`src/rtl/avln_framer_if.sv`:
```
// avln_st streaming bundle: data/sop/eop/empty/valid, no backpressure.
interface avln_framer_if #(
  parameter int DATA_W  = 32,
  parameter int EMPTY_W = 2
);
  logic [DATA_W-1:0]  data;
  logic               sop;
  logic               eop;
  logic [EMPTY_W-1:0] empty;
  logic               valid;

  modport master (output data, sop, eop, empty, valid);
  modport slave  (input  data, sop, eop, empty, valid);
endinterface

```
`src/rtl/avln_framer.sv`:
```
// Framing repair stage: drops orphan beats, closes unterminated/overlong packets.
// Define AVLN_FRAMER_STATS_EN to build the pkt/drop/unterm/trunc counters.
//
// state  | meaning
// IDLE   | between packets; non-sop beats are orphans and get dropped
// IN_PKT | inside a packet; beat_cnt holds beats emitted so far
// DROP   | discarding the tail of a force-closed packet until eop or a new sop
module avln_framer #(
  parameter int MAX_BEATS = 1024,
  parameter int CNT_W     = 32,
  parameter int DATA_W    = 32,
  parameter int EMPTY_W   = 2
) (
  input  logic              sys_clk,
  input  logic              reset_n,
  avln_framer_if.slave      in,
  avln_framer_if.master     out,
  input  logic              stats_clr,
  output logic [CNT_W-1:0]  pkt_cnt,
  output logic [CNT_W-1:0]  drop_cnt,
  output logic [CNT_W-1:0]  unterm_cnt,
  output logic [CNT_W-1:0]  trunc_cnt
);

  localparam int BC_W = $clog2(MAX_BEATS + 1);
  // beat_cnt == MAX_BEATS-1 means the incoming beat is the last one allowed
  localparam logic [BC_W-1:0] BC_LAST = BC_W'(MAX_BEATS - 1);

  typedef enum logic [1:0] {S_IDLE, S_IN_PKT, S_DROP} state_t;

  state_t             state, state_nxt;
  logic [BC_W-1:0]    beat_cnt, beat_cnt_nxt;

  logic               emit, emit_sop, emit_eop;
  logic [EMPTY_W-1:0] emit_empty;
  logic               inc_pkt, inc_drop, inc_unterm, inc_trunc;

  always_ff @(posedge sys_clk or negedge reset_n) begin
    if (!reset_n) begin
      state    <= S_IDLE;
      beat_cnt <= '0;
    end else begin
      state    <= state_nxt;
      beat_cnt <= beat_cnt_nxt;
    end
  end

  always_comb begin
    state_nxt    = state;
    beat_cnt_nxt = beat_cnt;
    if (in.valid) begin
      case (state)
        S_IDLE, S_DROP: begin
          if (in.sop) begin
            if (in.eop) begin
              state_nxt = S_IDLE;
            end else begin
              state_nxt    = S_IN_PKT;
              beat_cnt_nxt = BC_W'(1);
            end
          end else if (state == S_DROP && in.eop) begin
            state_nxt = S_IDLE;
          end
        end
        S_IN_PKT: begin
          if (in.sop) begin
            beat_cnt_nxt = '0;
            state_nxt    = in.eop ? S_IDLE : S_DROP;
          end else begin
            beat_cnt_nxt = beat_cnt + BC_W'(1);
            if (in.eop)
              state_nxt = S_IDLE;
            else if (beat_cnt == BC_LAST)
              state_nxt = S_DROP;
          end
        end
        default: state_nxt = S_IDLE;
      endcase
    end
  end

  always_comb begin
    emit       = 1'b0;
    emit_sop   = in.sop;
    emit_eop   = in.eop;
    emit_empty = in.empty;
    inc_drop   = 1'b0;
    inc_unterm = 1'b0;
    inc_trunc  = 1'b0;
    if (in.valid) begin
      case (state)
        S_IDLE, S_DROP: begin
          if (in.sop) emit     = 1'b1;
          else        inc_drop = 1'b1;
        end
        S_IN_PKT: begin
          emit = 1'b1;
          if (in.sop) begin
            // new sop closes the open packet; the beat itself becomes its tail
            emit_sop   = 1'b0;
            emit_eop   = 1'b1;
            emit_empty = '0;
            inc_unterm = 1'b1;
          end else if (!in.eop && beat_cnt == BC_LAST) begin
            emit_eop   = 1'b1;
            emit_empty = '0;
            inc_trunc  = 1'b1;
          end
        end
        default: emit = 1'b0;
      endcase
    end
    inc_pkt = emit & emit_eop;
  end

  always_ff @(posedge sys_clk or negedge reset_n) begin
    if (!reset_n) begin
      out.valid <= 1'b0;
      out.sop   <= 1'b0;
      out.eop   <= 1'b0;
      out.data  <= '0;
      out.empty <= '0;
    end else begin
      out.valid <= emit;
      out.sop   <= emit & emit_sop;
      out.eop   <= emit & emit_eop;
      if (emit) begin
        out.data  <= in.data;
        out.empty <= emit_empty;
      end
    end
  end

`ifdef AVLN_FRAMER_STATS_EN
  function automatic logic [CNT_W-1:0] sat_inc(input logic [CNT_W-1:0] c, input logic inc);
    return (inc && c != '1) ? c + CNT_W'(1) : c;
  endfunction

  always_ff @(posedge sys_clk or negedge reset_n) begin
    if (!reset_n) begin
      pkt_cnt    <= '0;
      drop_cnt   <= '0;
      unterm_cnt <= '0;
      trunc_cnt  <= '0;
    end else if (stats_clr) begin
      pkt_cnt    <= '0;
      drop_cnt   <= '0;
      unterm_cnt <= '0;
      trunc_cnt  <= '0;
    end else begin
      pkt_cnt    <= sat_inc(pkt_cnt, inc_pkt);
      drop_cnt   <= sat_inc(drop_cnt, inc_drop);
      unterm_cnt <= sat_inc(unterm_cnt, inc_unterm);
      trunc_cnt  <= sat_inc(trunc_cnt, inc_trunc);
    end
  end
`else
  logic unused_stats;
  assign unused_stats = ^{stats_clr, inc_pkt, inc_drop, inc_unterm, inc_trunc};
  assign pkt_cnt    = '0;
  assign drop_cnt   = '0;
  assign unterm_cnt = '0;
  assign trunc_cnt  = '0;
`endif

endmodule

```
`src/flat_wrapper.sv`:
```
// flat-port wrapper written by rule: the top's interface ports become plain ports
module avln_framer_flat 
#(
  parameter int MAX_BEATS = 1024,
  parameter int CNT_W     = 32,
  parameter int DATA_W    = 32,
  parameter int EMPTY_W   = 2
)
  (sys_clk, reset_n, stats_clr, pkt_cnt, drop_cnt, unterm_cnt, trunc_cnt, in_data, in_sop, in_eop, in_empty, in_valid, out_data, out_sop, out_eop, out_empty, out_valid);
  avln_framer_if #(.DATA_W(DATA_W), .EMPTY_W(EMPTY_W)) in_i ();
  avln_framer_if #(.DATA_W(DATA_W), .EMPTY_W(EMPTY_W)) out_i ();
  input  logic sys_clk;
  input  logic reset_n;
  input  logic stats_clr;
  output logic [CNT_W-1:0] pkt_cnt;
  output logic [CNT_W-1:0] drop_cnt;
  output logic [CNT_W-1:0] unterm_cnt;
  output logic [CNT_W-1:0] trunc_cnt;
  input wire logic [$bits(in_i.data)-1:0] in_data;
  input wire logic [$bits(in_i.sop)-1:0] in_sop;
  input wire logic [$bits(in_i.eop)-1:0] in_eop;
  input wire logic [$bits(in_i.empty)-1:0] in_empty;
  input wire logic [$bits(in_i.valid)-1:0] in_valid;
  output wire logic [$bits(out_i.data)-1:0] out_data;
  output wire logic [$bits(out_i.sop)-1:0] out_sop;
  output wire logic [$bits(out_i.eop)-1:0] out_eop;
  output wire logic [$bits(out_i.empty)-1:0] out_empty;
  output wire logic [$bits(out_i.valid)-1:0] out_valid;
  assign in_i.data = in_data;
  assign in_i.sop = in_sop;
  assign in_i.eop = in_eop;
  assign in_i.empty = in_empty;
  assign in_i.valid = in_valid;
  assign out_data = out_i.data;
  assign out_sop = out_i.sop;
  assign out_eop = out_i.eop;
  assign out_empty = out_i.empty;
  assign out_valid = out_i.valid;
  avln_framer #(.MAX_BEATS(MAX_BEATS), .CNT_W(CNT_W), .DATA_W(DATA_W), .EMPTY_W(EMPTY_W)) u_core (.sys_clk(sys_clk), .reset_n(reset_n), .in(in_i), .out(out_i), .stats_clr(stats_clr), .pkt_cnt(pkt_cnt), .drop_cnt(drop_cnt), .unterm_cnt(unterm_cnt), .trunc_cnt(trunc_cnt));
endmodule
```
`config.mk`:
```
export PLATFORM = sky130hd
export DESIGN_NAME = avln_framer_flat
export DESIGN_NICKNAME = d
export VERILOG_FILES = /design/src/rtl/avln_framer_if.sv /design/src/rtl/avln_framer.sv /design/src/flat_wrapper.sv
export SDC_FILE = /design/constraint.sdc
export NUM_CORES = 1
export LEC_CHECK = 0
export ABC_CLOCK_PERIOD_IN_PS = 2700
export BUFFER_PORTS_ARGS = -buffer_cell sky130_fd_sc_hd__buf_4
export CAP_MARGIN = 20
export CORE_MARGIN = 2
export CORE_UTILIZATION = 48
export CTS_BUF_LIST = sky130_fd_sc_hd__clkbuf_4
export DETAILED_ROUTE_END_ITERATION = 16
export GPL_ROUTABILITY_DRIVEN = 0
export PLACE_DENSITY_LB_ADDON = 0.15
export REMOVE_ABC_BUFFERS = 1
export SLEW_MARGIN = 15
export SYNTH_ARGS = -nofsm -noshare
export SYNTH_HDL_FRONTEND = slang
export SYNTH_SLANG_ARGS = --single-unit
```
`constraint.sdc`:
```
create_clock -name sys_clk -period 2.7 [get_ports sys_clk]
set_input_delay 0.135 -clock sys_clk [delete_from_list [all_inputs] [get_ports sys_clk]]
set_output_delay 0.135 -clock sys_clk [all_outputs]
set_load 0.02 [all_outputs]
```
==> metrics.txt <==
proportion of layout cells with a drive suffix above 1=21.2%; met2 Use GR=24.0%; DRC=0; fin util=57.9%; DR vias=2163; Setup CP Type=reg2reg; FF+latch area=0.00125 mm^2; drt pass-1 iters=4; CP Capture Type=flop; Slew Viols, Final=0; H-tree levels=2; TritonCTS clock tree=done; deepest clock path buffer count=2; number of global-route vias before repair=1765; Unique masters post-synth=41; maximum vdd drop=0.000212 V; Seq/Total Area, Yosys=38.6%; Synth Register Bits=50; Via-to-Cell Ratio=4.36; final wirelength=6260 um; HP Class=in2reg; RR Startpoint=u_core.state[0]; syn avg cell area=10.3 um^2; startpoint types=flop; R2R Path End=u_core.out.data[29]; largest net degree at the start of global routing=51; Die X=86.2 um; clk_lat worst skew=0.37 ns; Reg2Reg Setup Slack=0.85 ns; Top Ports=205; global-route wire length before repair=8760 um; clk slew on worst S/H paths=0.14 ns; Port Buffers=75; CP max-delay cell=dfrtp_1; initial antenna violation count=0; CTS buffer count=5; Nets=460; RSZ-0062 raised after global routing=false; Most used DFF post-synth=dfrtp_1; fin crit period=1.85 ns; synth-to-layout area growth=15.2%; CTS resizes=0; grt met3 use=3.71%; CTS root buffer=clkbuf_4; critical path data arrival time=2.12 ns; total grt overflow=0; die height=86.2 um; multi-input logic area=0.00140 mm^2; max_cap viols=0; most frequent cells in the layout=128 x conb_1, 77 x buf_4, 50 x dfrtp_1; Final setup viols=0; WP data required=2.96 ns; CP Cell Sequence=and2b_1 > o21ai_4 > buf_4 > mux2_2; pwr/cell area=625 mW/mm^2; relative slew slack=58.0%; CP max FO=33; hold path start=in_eop; leakage power=1.91 nW; clk_skew=0.0169 ns; routed len/inst=12.6 um; Warnings, synthesis=0; postcts setup bufs=0; outcome=complete, no violations; hpwl dp=4250 um; worst-margin pin slew=0.631 ns; Post-DRT Antenna Nets=0; CTS sink count=50; Endpoint, Worst Hold=u_core.state[0]; row cnt=29; met1 Use GR=19.8%; Syn Inst Count=315; Die Area=0.00743 mm^2; antenna diode count=0; EDFF count, synth=0; Final period util=68.6%; Min-Delay Path Depth=4; synthesized cell area=0.00324 mm^2; final hold violation count=0; Fillers=555; post-route setup TNS=0 ns; core area=0.00646 mm^2; crit-path max cell delay=0.52 ns; GR Util All Layers=14.5%; ys async rst share=100%; Initial Util=50.2%; DRC violation total after the first TritonRoute iteration=38; Worst R2R Path Depth=4; Max Clk Rate=540 MHz; most common cell after layout, fill and taps aside=conb_1; GR peak layer=met2
-- per-stage QoR --
step / instance area (um^2) / std cells / hold WS [ns] / setup WS (ns) / total power, W
finish: 3740 / 496 / 0.0483 / 0.848 / 0.00233
global route: 3740 / 496 / 0.0591 / 0.745 / 0.00246
CTS: 3740 / 496 / 0.0370 / 0.833 / 0.00234
detailed placement: 3350 / 456 / 0.204 / 0.862 / 0.00197
global placement: 3350 / 456 / 0.201 / 0.881 / 0.00195
floorplan: 2680 / 302 / -0.161 / 0.867 / 0.00159
-- synthesized netlist by cell type (3+ instances only) --
cell	instances	share of area, %
mux2_1	29	10
buf_4	130	30
inv_1	8	0.93
o21ai_0	3	0.46
a21oi_1	4	0.62
buf_2	3	0.46
dfrtp_1	50	39
nand2_1	9	1.0
nand3_1	15	2.3
nand4_1	6	1.2
o211ai_1	7	1.6
clkbuf_1	3	0.35
a31oi_1	3	0.58
and3_1	6	1.2
buf_6	3	1.0
mux2_2	3	1.0
-- registers in the layout (all words and copies together), names as in the netlist --
name / flops
u_core.beat_cnt: 11
u_core.out.data: 32
u_core.out.empty: 2
u_core.out.eop: 1
u_core.out.sop: 1
u_core.out.valid: 1
u_core.state: 2
-- what timing repair did --
action	CTS	global route
hold buffers	33	0
endpoints found under the hold margin	82	0
setup endpoints to repair	0	0
-- cells by family (layout without fill, tap and decap cells) --
logic type | after synthesis | count (layout) | synth area share (%)
buffers and inverters | 148 | 125 | 33.0
AND/OR/NAND/NOR | 54 | 54 | 10.1
flip-flops | 50 | 50 | 38.6
multiplexers | 33 | 33 | 11.4
AO/OA/AOI/OAI | 28 | 28 | 6.36
adder cells (fa/ha/maj) | 1 | 1 | 0.386
other | 1 | 128 | 0.116
-- critical path: cells and delay by family (launching register included) --
family                 cells  cell delay, ns
multiplexers               1            0.39
flip-flops                 1            0.52
AND/OR/NAND/NOR            1            0.29
buffers and inverters      1            0.39
AO/OA/AOI/OAI              1            0.15
-- worst max path at each step --
stage | from | endpoint | slack, ns | cells after the start
floorplan | u_core.state[0] | u_core.out.data[29] | 0.87 | 3
global placement | u_core.state[0] | u_core.out.data[31] | 0.88 | 4
detailed placement | u_core.state[0] | u_core.out.data[29] | 0.86 | 4
CTS | u_core.state[0] | u_core.out.data[29] | 0.83 | 4
global route | u_core.state[0] | u_core.out.data[28] | 0.74 | 4
finish | u_core.state[0] | u_core.out.data[29] | 0.85 | 4
-- routing by layer --
metal / up-vias / part of all wire (%)
met5: - / 0
met4: 0 / 0.46
met3: 3 / 8.3
met2: 104 / 48
met1: 1037 / 43
li1: 1019 / -
-- report_power, final --
part | total, W | switching, W | internal, W
combinational | 0.000964 | 0.000572 | 0.000391
clock | 0.000334 | 0.000238 | 0.0000966
sequential | 0.00104 | 0.000115 | 0.000921
total | 0.00233 | 0.000925 | 0.00141
-- area by class of cell --
cell class | instances | share of cell area (%)
clock buffers | 5 | 1.00
repair buffers | 110 | 24.3
inverters | 8 | 0.803
multi-input cells | 244 | 37.4
clock inverters | 2 | 0.402
flip-flops and latches | 50 | 33.5
well taps | 77 | 2.58
Note: power is estimated with default switching activity, not from simulation.
